<file path="config.mk">
export PLATFORM = sky130hd
export DESIGN_NAME = llc_bus_arbiter
export DESIGN_NICKNAME = d
export VERILOG_FILES = /design/src/rtl/llc_bus_arbiter.sv
export SDC_FILE = /design/constraint.sdc
export NUM_CORES = 1
export LEC_CHECK = 0
export CELL_PAD_IN_SITES_DETAIL_PLACEMENT = 0
export CELL_PAD_IN_SITES_GLOBAL_PLACEMENT = 1
export CORE_MARGIN = 8
export CORE_UTILIZATION = 37
export CTS_CLUSTER_SIZE = 10
export DETAILED_ROUTE_END_ITERATION = 12
export MAX_ROUTING_LAYER = met4
export PLACE_DENSITY = 0.86
export SYNTH_ARGS = -nofsm -noshare
export SYNTH_HDL_FRONTEND = slang
export SYNTH_SLANG_ARGS = --single-unit
</file>
<file path="constraint.sdc">
create_clock -name clk -period 2.55 [get_ports clk]
set_input_delay 0.3825 -clock clk [delete_from_list [all_inputs] [get_ports clk]]
set_output_delay 0.3825 -clock clk [all_outputs]
set_load 0.02 [all_outputs]
</file>
<file path="src/rtl/llc_bus_arbiter.sv">
// Round-robin snoop-bus arbiter: grants one cache, broadcasts its command, collects snoops, sequences flush/memory, returns fill state.
// Grant 1 cycle after request; new requests wait in IDLE while a transaction runs; memory waits on mem_ack.
module llc_bus_arbiter #(
  parameter int NUM_CORES = 4,
  parameter int ADDR_W    = 32,
  parameter int SNOOP_TMO = 8,
  localparam int SRC_W    = $clog2(NUM_CORES)
) (
  input  logic                          clk,
  input  logic                          rst,
  input  logic [NUM_CORES-1:0]          req_valid,
  input  logic [2*NUM_CORES-1:0]        req_cmd,
  input  logic [ADDR_W*NUM_CORES-1:0]   req_addr,
  output logic [NUM_CORES-1:0]          gnt,
  output logic                          bus_valid,
  output logic [1:0]                    bus_cmd,
  output logic [ADDR_W-1:0]             bus_addr,
  output logic [SRC_W-1:0]              bus_src,
  input  logic [NUM_CORES-1:0]          snp_valid,
  input  logic [NUM_CORES-1:0]          snp_hit,
  input  logic [NUM_CORES-1:0]          snp_hitm,
  output logic                          mem_req,
  output logic                          mem_we,
  input  logic                          mem_ack,
  output logic                          done,
  output logic [1:0]                    fill_state
);

  localparam logic [1:0] CMD_RD    = 2'b00;
  localparam logic [1:0] CMD_UPGR  = 2'b10;
  localparam logic [1:0] CMD_FLUSH = 2'b11;
  localparam logic [1:0] MESI_M    = 2'b00;
  localparam logic [1:0] MESI_E    = 2'b01;
  localparam logic [1:0] MESI_S    = 2'b10;
  localparam logic [1:0] MESI_I    = 2'b11;

  typedef enum logic [2:0] {IDLE, BUS, SNOOP, FLUSH, MEM, DONE} state_t;

  typedef struct packed {
    logic [NUM_CORES-1:0] rcv;
    logic                 hit;
    logic                 hitm;
    logic [7:0]           cnt;
  } snp_acc_t;

  state_t               state;
  snp_acc_t             acc;
  logic [SRC_W-1:0]     last_grant;
  logic [SRC_W-1:0]     win;
  logic [1:0]           win_cmd;
  logic [ADDR_W-1:0]    win_addr;
  logic [NUM_CORES-1:0] src_mask;
  logic [NUM_CORES-1:0] eff_valid;
  logic [NUM_CORES-1:0] rcv_nxt;
  logic                 hit_nxt;
  logic                 hitm_nxt;
  logic                 snoop_end;
  logic [1:0]           fill_calc;

  // Scan offsets from farthest to nearest so the core closest after last_grant wins.
  always_comb begin
    win      = '0;
    win_cmd  = '0;
    win_addr = '0;
    for (int k = NUM_CORES; k >= 1; k--) begin
      for (int i = 0; i < NUM_CORES; i++) begin
        if (req_valid[i] && (((int'(last_grant) + k) % NUM_CORES) == i)) begin
          win      = SRC_W'(i);
          win_cmd  = req_cmd[2*i +: 2];
          win_addr = req_addr[ADDR_W*i +: ADDR_W];
        end
      end
    end
  end

  assign src_mask  = {{(NUM_CORES-1){1'b0}}, 1'b1} << bus_src;
  assign eff_valid = snp_valid & ~src_mask;
  assign rcv_nxt   = acc.rcv | eff_valid;
  assign hit_nxt   = acc.hit  | (|(snp_hit  & eff_valid));
  assign hitm_nxt  = acc.hitm | (|(snp_hitm & eff_valid));
  // cnt holds completed SNOOP cycles, so the current cycle is cnt+1.
  assign snoop_end = (&(rcv_nxt | src_mask)) || (acc.cnt == 8'(SNOOP_TMO - 1));

  always_comb begin
    fill_calc = MESI_M;
    case (bus_cmd)
      CMD_RD:    fill_calc = (acc.hit || acc.hitm) ? MESI_S : MESI_E;
      CMD_FLUSH: fill_calc = MESI_I;
      default:   fill_calc = MESI_M;
    endcase
  end

  always_ff @(posedge clk or negedge rst) begin
    if (!rst) begin
      state      <= IDLE;
      last_grant <= SRC_W'(NUM_CORES - 1);
      acc        <= '0;
      gnt        <= '0;
      bus_valid  <= 1'b0;
      bus_cmd    <= '0;
      bus_addr   <= '0;
      bus_src    <= '0;
      mem_req    <= 1'b0;
      mem_we     <= 1'b0;
      done       <= 1'b0;
      fill_state <= '0;
    end else begin
      case (state)
        IDLE: begin
          if (|req_valid) begin
            gnt        <= {{(NUM_CORES-1){1'b0}}, 1'b1} << win;
            bus_valid  <= 1'b1;
            bus_cmd    <= win_cmd;
            bus_addr   <= win_addr;
            bus_src    <= win;
            last_grant <= win;
            state      <= BUS;
          end
        end
        BUS: begin
          gnt       <= '0;
          bus_valid <= 1'b0;
          if (bus_cmd == CMD_FLUSH) begin
            mem_req <= 1'b1;
            mem_we  <= 1'b1;
            state   <= MEM;
          end else begin
            state   <= SNOOP;
          end
        end
        SNOOP: begin
          acc.rcv  <= rcv_nxt;
          acc.hit  <= hit_nxt;
          acc.hitm <= hitm_nxt;
          acc.cnt  <= acc.cnt + 8'd1;
          if (snoop_end) begin
            if (bus_cmd == CMD_UPGR) begin
              done       <= 1'b1;
              fill_state <= fill_calc;
              state      <= DONE;
            end else if (hitm_nxt) begin
              mem_req <= 1'b1;
              mem_we  <= 1'b1;
              state   <= FLUSH;
            end else begin
              mem_req <= 1'b1;
              mem_we  <= 1'b0;
              state   <= MEM;
            end
          end
        end
        FLUSH, MEM: begin
          if (mem_ack) begin
            mem_req    <= 1'b0;
            mem_we     <= 1'b0;
            done       <= 1'b1;
            fill_state <= fill_calc;
            state      <= DONE;
          end
        end
        DONE: begin
          done       <= 1'b0;
          fill_state <= '0;
          acc        <= '0;
          state      <= IDLE;
        end
        default: state <= IDLE;
      endcase
    end
  end

endmodule

</file>
Word level (Yosys, flattened, before mapping):

Cells that the tools add are included.

* word-level logic and storage cells: 180
* input bits: 155
* register bits after elaboration: 65
* output and inout bits: 46

* add/subtract/negate cells: 5
* reduce and logical (&&, ||, !) cells: 42
* equality and inequality tests: 26
* multiplexer cells: 78
* bitwise gates (word level): 12
* shift-type cells: 2

Operator list (number)
* $mux W32: 16
* $logic_not A32 Y1: 4
* $mux W2: 34
* $eq A3 B3 Y1 const B: 10
* $pmux W14 S2: 1
* $eq A3 B2 Y1 const B: 6
* $mux W3: 6
* $logic_and A1 B1 Y1: 16
* $and A4 B4 Y4: 3
* $mux W1: 12
* $ne A2 B2 Y1 const B: 6
* $pmux W3 S4: 1
* $reduce_or A4 Y1: 3
* $reduce_or A2 Y1: 5
* $pmux W1 S3: 3
* $add A8 B1 Y8 const B: 1
* $eq A8 B3 Y1 const B: 1
* $or A4 B4 Y4: 2
* $pmux W4 S2: 1
* $reduce_and A4 Y1: 2
* $shl A1 B2 Y4 const A: 2
* $pmux W2 S3: 1
* $reduce_bool A3 Y1: 2
* $reduce_and A5 Y1: 1
* 16 further kinds: 26

Depth between registers and ports, before layout:

Gate-level depths: netlist of the first run.

* depth after elaboration: 23
* depth in mapped cells: 8
* mapped depth without buffers: 7

Least setup slack after synthesis of the first run:

No wires, ideal clock.

* path kind: register -> register
* start: register last_grant[0]
* end: register bus_addr[22]
* stages on the path, launching flop included: 9
* library setup time: 0.144 ns
* data required time: 2.406 ns
* period minus slack after synthesis: 1.897 ns
* buffers on the path: 3
* setup slack: 0.653 ns
* arrival time: 1.753 ns
* path through: dfstp_2 > buf_2 > nor2b_1 > buf_2 > buf_2 > a32oi_1 > o22ai_1 > a2111oi_1 > a221oi_2

* longest elaborated chain between the ends: 21
* elaborated cells between the ends (all ways): 60
* those cells by class: 4 x add/sub; 12 x eq/ne; 16 x mux; 4 x bitwise; 24 x reduce/logical

RTL lines
* from (decl): line 48 `logic [SRC_W-1:0] last_grant;`
* from (signal assigned): line 96 `last_grant <= SRC_W'(NUM_CORES - 1);`
* from (signal assigned): line 116 `last_grant <= win;`
* $add A2 B1 Y2: line 67 `if (req_valid[i] && (((int'(last_grant) + k) % NUM_CORES) == i)) begin`
* $reduce_or A2 Y1 (no source line)
* $and A1 B1 Y1 (no source line)
* $logic_not A32 Y1: line 67
* $logic_and A1 B1 Y1: line 67
* $mux W32 (15 in series): line 67
* $mux W32 *: line 67
* to (signal assigned): line 114 `bus_addr <= win_addr;`
* to (decl): line 17 `output logic [ADDR_W-1:0] bus_addr,`

Every way passes the cells marked *; elsewhere a longest branch is shown, timed or not.
A chain may end at the register's enable or synchronous reset.

Final worst setup path of the first run:

* start: register last_grant[0]
* end: register bus_addr[4]

The elaborated chain is that of the path after synthesis.

==> results.md, run 1 <==
- Outcome: complete, no violations
- CTS tree: yes
- Gr usage total: 25.8%
- Setup TNS: 0 ps
- Vias/cell: 6.67
- Max clock buf depth: 2
- Post-Route WL: 38100 um
- Family with the most delay on the worst path: compound AO/OA/AOI/OAI gates
- Total power: 13.1 mW
- Reg2reg start: last_grant[0]$_DFFE_PN1P_
- FF+latch count, synth: 65
- Worst slack at placement: 111 ps
- Pleak: 4.40 nW
- Clock buffers created by TritonCTS: 9
- Slowest stage delay, CP: 640 ps
- Die area: 0.0290 mm2
- Synth warnings: 0
- Area after DPL: 0.0111 mm2
- Routability cong.: 0.883
- Cell chain of the critical path: buf_16, nor2b_4, buf_4, a32oi_1, o22ai_1, a2111oi_0, a221oi_1
- Peak VDD IR: 0.641 mV
- Number of synthesized flops with an enable pin: 0
- Detailed Route Iter0 Violations: 1520
- Antenna viol nets, final: 0
- First-pass DRT Iterations: 6
- # port buffers: 200
- Die H: 170 um
- Switching part of the total: 51.0%
- CTS sink cnt: 65
- Achievable Freq: 413 MHz
- P per Cell Area: 1150 mW/mm2
- Cell row count: 56
- Worst Tran Pin Value: 658 ps
- Final WS setup: 126 ps
- Cells after synthesis: 1229
- Layout Area Growth over Synthesis: 29.2%
- FF-to-FF path depth: 7
- CP max-delay cell: dfstp_4
- Critical path data arrival time: 2630 ps
- Final min period: 2420 ps
- Final Skew: 9.66 ps
- Initial antenna violation count: 1
- Main synth FF type: dfrtp_1
- DR WL/cell: 22.8 um
- GRT overflow: 0
- Core area: 0.0234 mm2
- Switch Pwr: 6.67 mW
- Clk_lat worst skew: 340 ps
- Worst setup path startpoint: last_grant[0]$_DFFE_PN1P_
- Setup Crit Path Kind: reg2reg
- Post-synthesis sequential area ratio: 18.5%
- Distinct cells, synth: 75
- Clock network fraction of total power: 10.1%
- Root buf cell: clkbuf_16
- NumNets Final: 1504
- Internal power: 6.39 mW
- Design area: 0.0114 mm2
- DP Wirelength: 25300 um
- Largest net degree at the start of global routing: 104
- # setup viols final: 0
- H-tree depth: 3
- Final Hold Viols: 0
- Post-synth ARST share: 100%
- R2r endpoint: bus_addr[4]$_DFFE_PN0P_
- Worst path bufs/invs: 2
- Comb pwr share: 75.3%
- Final Cycle Share: 95.1%
- Hold Slack: 43.6 ps
- Max-cap check violation count: 0
- Syn Nets: 1388
- Slew Limit Fails: 0
- DIE WIDTH: 170 um
- Synthesized area: 0.00881 mm2
- Setup crit end kind: flop
- Critical path launch point type: flop
- I/O pin cnt: 201
- Sequential power share: 14.6%
- Flop2flop setup slack: 130 ps
- Post-route DRC: 0
- First-pass GRT wire length: 58400 um
- Vias in the first global route: 10400
- Initial Util: 37.6%
- Layout cells sized above 1: 9.19%
- Clock-pin slew on the worst setup and hold paths: 70 ps
- Slew margin rel.: 56.0%
- Vias: 11100
- Hold/Removal Path Class: in2async
- Worst Path Required: 2750 ps
- Critical-path maximum fanout: 103
- Syn avg cell area: 7.17 um2
==> stage by stage <==
step | utilization [%] | std cells
after global routing | 48.6 | 1670
after global placement | 47.2 | 1653
after detailed placement | 47.2 | 1653
final | 48.6 | 1670
after CTS | 48.5 | 1669
after floorplan | - | 1229
==> sequential cells by signal, summed over array words and instances (netlist names) <==
register / flops
state: 3
acc: 14
mem_we: 1
gnt: 4
mem_req: 1
bus_valid: 1
bus_addr: 32
last_grant: 2
bus_src: 2
fill_state: 2
bus_cmd: 2
done: 1
==> worst max-delay path by stage <==
stage	end	slack [ps]	cells past startpoint
6_report	bus_addr[4]$_DFFE_PN0P_	130	7
5_1_grt	bus_addr[3]$_DFFE_PN0P_	-10	7
4_1_cts	bus_addr[29]$_DFFE_PN0P_	120	5
3_5_place_dp	bus_addr[29]$_DFFE_PN0P_	110	5
3_3_place_gp	bus_addr[21]$_DFFE_PN0P_	230	8
2_1_floorplan	bus_addr[22]$_DFFE_PN0P_	650	8
==> layout by cell type (no fill, tap or decap), types with 11 or more instances in the layout <==
master / n
a221oi_1: 30
nor2_1: 146
o22ai_1: 35
o21ai_1: 28
o21ai_0: 118
a21oi_1: 84
a21o_1: 33
a32oi_1: 33
clkdlybuf4s50_1: 195
o211a_1: 31
o32ai_2: 20
inv_1: 11
a2111oi_0: 22
nand3_1: 52
o211ai_1: 35
nand3b_1: 65
nand2_1: 99
a221o_1: 31
buf_4: 47
dfrtp_1: 63
==> cell type report <==
class,count,area [um2]
Fill cell,2293,12000
Inverter,12,45.0
Tap cell,319,399
Multi-Input combinational cell,1000,6440
Clock inverter,7,77.6
Sequential cell,65,1640
Antenna cell,1,2.50
Clock buffer,9,225
Timing Repair Buffer,257,2550
==> cells by family (layout without fill, tap and decap cells) <==
kind of cell | count (synthesis) | count (layout) | synth area share (%)
multiplexers | 6 | 6 | 0.838
XOR/XNOR | 2 | 2 | 0.199
adder cells (fa/ha/maj) | 4 | 4 | 0.568
AND/OR/NAND/NOR | 411 | 411 | 22.7
buffers and inverters | 164 | 285 | 8.86
AO/OA/AOI/OAI | 577 | 577 | 48.4
flip-flops | 65 | 65 | 18.5
other | 0 | 1 | 0
==> Yosys cell counts, types with 3 or more instances <==
| cell type | instances | share of area [%] |
|---|---|---|
| a211oi_1 | 7 | 0.60 |
| a2111oi_0 | 27 | 2.7 |
| dfrtp_1 | 63 | 18 |
| o2bb2ai_1 | 3 | 0.30 |
| o21a_1 | 3 | 0.26 |
| buf_2 | 51 | 2.9 |
| inv_1 | 11 | 0.47 |
| clkbuf_1 | 78 | 3.3 |
| mux2i_1 | 4 | 0.45 |
| a22o_1 | 4 | 0.40 |
| nand2_1 | 100 | 4.3 |
| nor3_1 | 8 | 0.45 |
| nand3b_1 | 65 | 5.5 |
| a21o_1 | 33 | 2.8 |
| ha_1 | 4 | 0.57 |
| o32ai_2 | 20 | 3.7 |
| o211a_1 | 31 | 3.5 |
| o21ai_1 | 28 | 1.6 |
| a21oi_1 | 84 | 4.8 |
| and3_1 | 3 | 0.21 |
| a221oi_2 | 6 | 1.0 |
| a221oi_1 | 30 | 3.0 |
| a31oi_1 | 10 | 0.71 |
| buf_4 | 7 | 0.60 |
| nand3_1 | 52 | 3.0 |
| buf_6 | 10 | 1.3 |
| a32oi_1 | 33 | 3.3 |
| o211ai_1 | 35 | 3.0 |
| o22ai_1 | 35 | 2.5 |
| a221o_1 | 31 | 3.5 |
| nand2b_1 | 9 | 0.64 |
| a311oi_1 | 4 | 0.40 |
| nor2_1 | 147 | 6.3 |
| o32ai_1 | 10 | 0.99 |
| and2_1 | 3 | 0.21 |
| o21ai_0 | 118 | 6.7 |
| buf_1 | 6 | 0.26 |
| nor2b_1 | 8 | 0.57 |
| a2111oi_1 | 3 | 0.34 |
==> metal layers <==
metal | GRT usage [%] | part of all wire, % | routed length [um]
met1 | 34.1 | 42 | 15900
met2 | 38.7 | 45 | 17300
met3 | 4.80 | 10 | 3910
met4 | 9.69 | 2.7 | 1010
met5 | - | 0 | 0
==> power groups by stage <==
stage	logic, mW	registers [mW]	clock network, mW
finish	9.83	1.91	1.32
global placement	9.51	1.91	0
global route	10.6	1.97	1.39
floorplan	6.26	2.24	0
CTS	9.65	1.90	1.36
detailed placement	9.59	1.91	0
==> what timing repair did <==
action | in CTS | in global routing
hold buffers | 0 | 0
endpoints found under the hold margin | 0 | 0
resized for setup | 0 | 8
buffers inserted | 0 | 0
setup endpoints to repair | 0 | 9
No activity file was read; power rests on OpenSTA's default activity.
==> run 2, diff against run 1 <==
--- a/constraint.sdc
+++ b/constraint.sdc
@@ -3,2 +3,2 @@
 set_output_delay 0.3825 -clock clk [all_outputs]
-set_load 0.02 [all_outputs]
+set_load 0.01 [all_outputs]
==> results of run 2 <==
Same layout as run 1 (identical final DEF). Status: complete, no violations.
Main changes from that run: total power 13.1 mW -> 12.8 mW
==> run 3, diff against run 2 <==
Settings changed: CAP_MARGIN set to 25.
==> results.md, run 3 (synthesis gave the netlist of run 1 again) <==
- Internal power: 6.44 mW (was 6.39 mW)
- Max clock buf depth: 2 (unchanged)
- Final Cycle Share: 93.1% (was 95.1%)
- Most Crowded Layer GR: met2 (unchanged)
- Slew margin rel.: 60.2% (was 56.0%)
- Met3 Use GR: 4.80% (unchanged)
- Initial antenna violation count: 1 (unchanged)
- Detailed Route Iter0 Violations: 1697 (was 1520)
- Cell row count: 56 (unchanged)
- I/O pin cnt: 201 (unchanged)
- Switch Pwr: 6.43 mW (was 6.39 mW)
- Comb pwr share: 74.8% (was 74.7%)
- Hold-fix buffers, CTS: 0 (unchanged)
- First-pass GRT wire length: 58400 um (unchanged)
- Vias/cell: 6.67 (about the same)
- Outcome: complete, no violations (unchanged)
- # setup viols final: 0 (unchanged)
- Clock network fraction of total power: 10.3% (was 10.4%)
- Worst slack at placement: 111 ps (unchanged)
- GRT overflow: 0 (unchanged)
- Met2 usage: 38.7% (unchanged)
- Cts repair resizes: 0 (unchanged)
- Root buf cell: clkbuf_16 (unchanged)
- RSZ-0062 raised after global routing: no
- DP Wirelength: 25300 um (unchanged)
- Clk_lat worst skew: 350 ps (was 340 ps)
- Layout cells sized above 1: 9.25% (was 9.19%)
- CTS sink cnt: 65 (unchanged)
- Total power: 12.9 mW (was 12.8 mW)
- Pleak: 4.42 nW (was 4.40 nW)
- Setup Crit Path Kind: reg2reg (unchanged)
- Die area: 0.0290 mm2 (unchanged)
- DIE WIDTH: 170 um (unchanged)
- Antenna viol nets, final: 0 (unchanged)
- Commonest non-fill, non-tap cell in the layout: clkdlybuf4s50_1 (unchanged)
- Die H: 170 um (unchanged)
- Sequential power share: 14.9% (about the same)
- Biggest regs: bus_addr: 32 flops, acc: 14 flops, gnt: 4 flops (unchanged)
- CTS tree: yes (unchanged)
- Vias in the first global route: 10400 (unchanged)
- Largest net degree at the start of global routing: 104 (unchanged)
- P per Cell Area: 1130 mW/mm2 (was 1120 mW/mm2)
- Final Skew: 9.05 ps (was 9.66 ps)
- Clock-pin slew on the worst setup and hold paths: 70 ps (about the same)
- Max-cap check violation count: 0 (unchanged)
- Worst Tran Pin Value: 598 ps (was 658 ps)
- # port buffers: 200 (unchanged)
- H-tree depth: 3 (unchanged)
- NumNets Final: 1506 (was 1504)
- Clock buffers created by TritonCTS: 9 (unchanged)
- Worst Path Required: 2750 ps (about the same)
- Hold/Removal Path Class: in2async (unchanged)
- Setup crit end kind: flop (unchanged)
- Most frequent cells in the layout: 195 x clkdlybuf4s50_1, 146 x nor2_1, 118 x o21ai_0, 99 x nand2_1, 84 x a21oi_1 (unchanged)
- Initial Util: 37.6% (unchanged)
- Core area: 0.0234 mm2 (unchanged)
- Critical path launch point type: flop (unchanged)
- Final Hold Viols: 0 (unchanged)
- Achievable Freq: 421 MHz (was 413 MHz)
- Critical-path maximum fanout: 51 (was 103)
- # Post-CTS Setup Buffers: 0 (unchanged)
- Peak VDD IR: 0.675 mV (was 0.641 mV)
- Switching part of the total: 50.0% (about the same)
- Routability cong.: 0.883 (unchanged)
- Largest Register: bus_addr (unchanged)
- Slew Limit Fails: 0 (unchanged)
- DR WL/cell: 23.0 um (was 22.8 um)
- Post-Route WL: 38500 um (was 38100 um)
- Post-route DRC: 0 (unchanged)
- Critical path data arrival time: 2570 ps (was 2630 ps)
- Vias: 11200 (was 11100)
- Final min period: 2370 ps (was 2420 ps)
- M1 GR Usage: 34.1% (unchanged)
- Layout Area Growth over Synthesis: 29.6% (was 29.2%)
- Largest register FFs: 32 (unchanged)
- First-pass DRT Iterations: 6 (unchanged)
- Final WS setup: 177 ps (was 126 ps)
- Setup TNS: 0 ps (unchanged)
- Gr usage total: 25.8% (unchanged)
## run 3: final cells by class
type / count / area, um2
antenna: 1 / 2.50
clock buffer: 9 / 225
clock inverter: 7 / 77.6
fill: 2293 / 12000
inverter: 12 / 45.0
multi-input combinational: 1000 / 6430
sequential: 65 / 1640
tap: 319 / 399
timing repair buffer: 259 / 2590
## run 3: power groups by stage
stage / Sequential, mW / Combinational (mW) / Clock [mW]
3_5_place_dp: 1.91 / 9.31 / 0
5_1_grt: 1.98 / 10.4 / 1.39
3_3_place_gp: 1.91 / 9.24 / 0
4_1_cts: 1.90 / 9.37 / 1.36
6_report: 1.91 / 9.63 / 1.33
2_1_floorplan: 1.97 / 6.26 / 0
## run 3: path summary, 6_finish.rpt
| path | slack (ps) | depth (start not counted) | startpoint | endpoint |
|---|---|---|---|---|
| worst max-delay path | 180 | 8 | last_grant[1]$_DFFE_PN1P_ | bus_addr[21]$_DFFE_PN0P_ |
| worst min-delay path | 40 | 1 | rst | bus_addr[24]$_DFFE_PN0P_ |
| worst max register to register | 180 | 8 | last_grant[1]$_DFFE_PN1P_ | bus_addr[21]$_DFFE_PN0P_ |
| worst min register to register | 490 | 2 | bus_valid$_DFFE_PN0P_ | bus_valid$_DFFE_PN0P_ |
| max in group asynchronous | 1920 | 2 | rst | mem_req$_DFFE_PN0P_ |
| min in group clk | 490 | 2 | bus_valid$_DFFE_PN0P_ | bus_valid$_DFFE_PN0P_ |
## run 3: critical path: stages, from the launching register on
cell and delay (ps):
dfstp_4 620, buf_12 250, inv_2 90, buf_12 180, nand2_1 150, buf_4 230
o21ai_0 130, a2111oi_1 430, a221oi_2 130
## run 3: per-layer routing
metal	vias up	part of all wire, %	routed length, um
li1	5028	-	-
met1	5281	42	16100
met2	755	46	17500
met3	91	9.9	3820
met4	0	2.5	975
met5	-	0	0
## run 3: stage by stage
| stage | std cells | util, % | hold WS, ps | cell area [um2] |
|---|---|---|---|---|
| after floorplan | 1229 | - | 86.9 | 8810 |
| after global placement | 1653 | 47.2 | 426 | 11100 |
| after detailed placement | 1653 | 47.2 | 429 | 11100 |
| after CTS | 1669 | 48.5 | 57.3 | 11400 |
| after global routing | 1672 | 48.8 | 81.1 | 11400 |
| final | 1672 | 48.8 | 40.6 | 11400 |
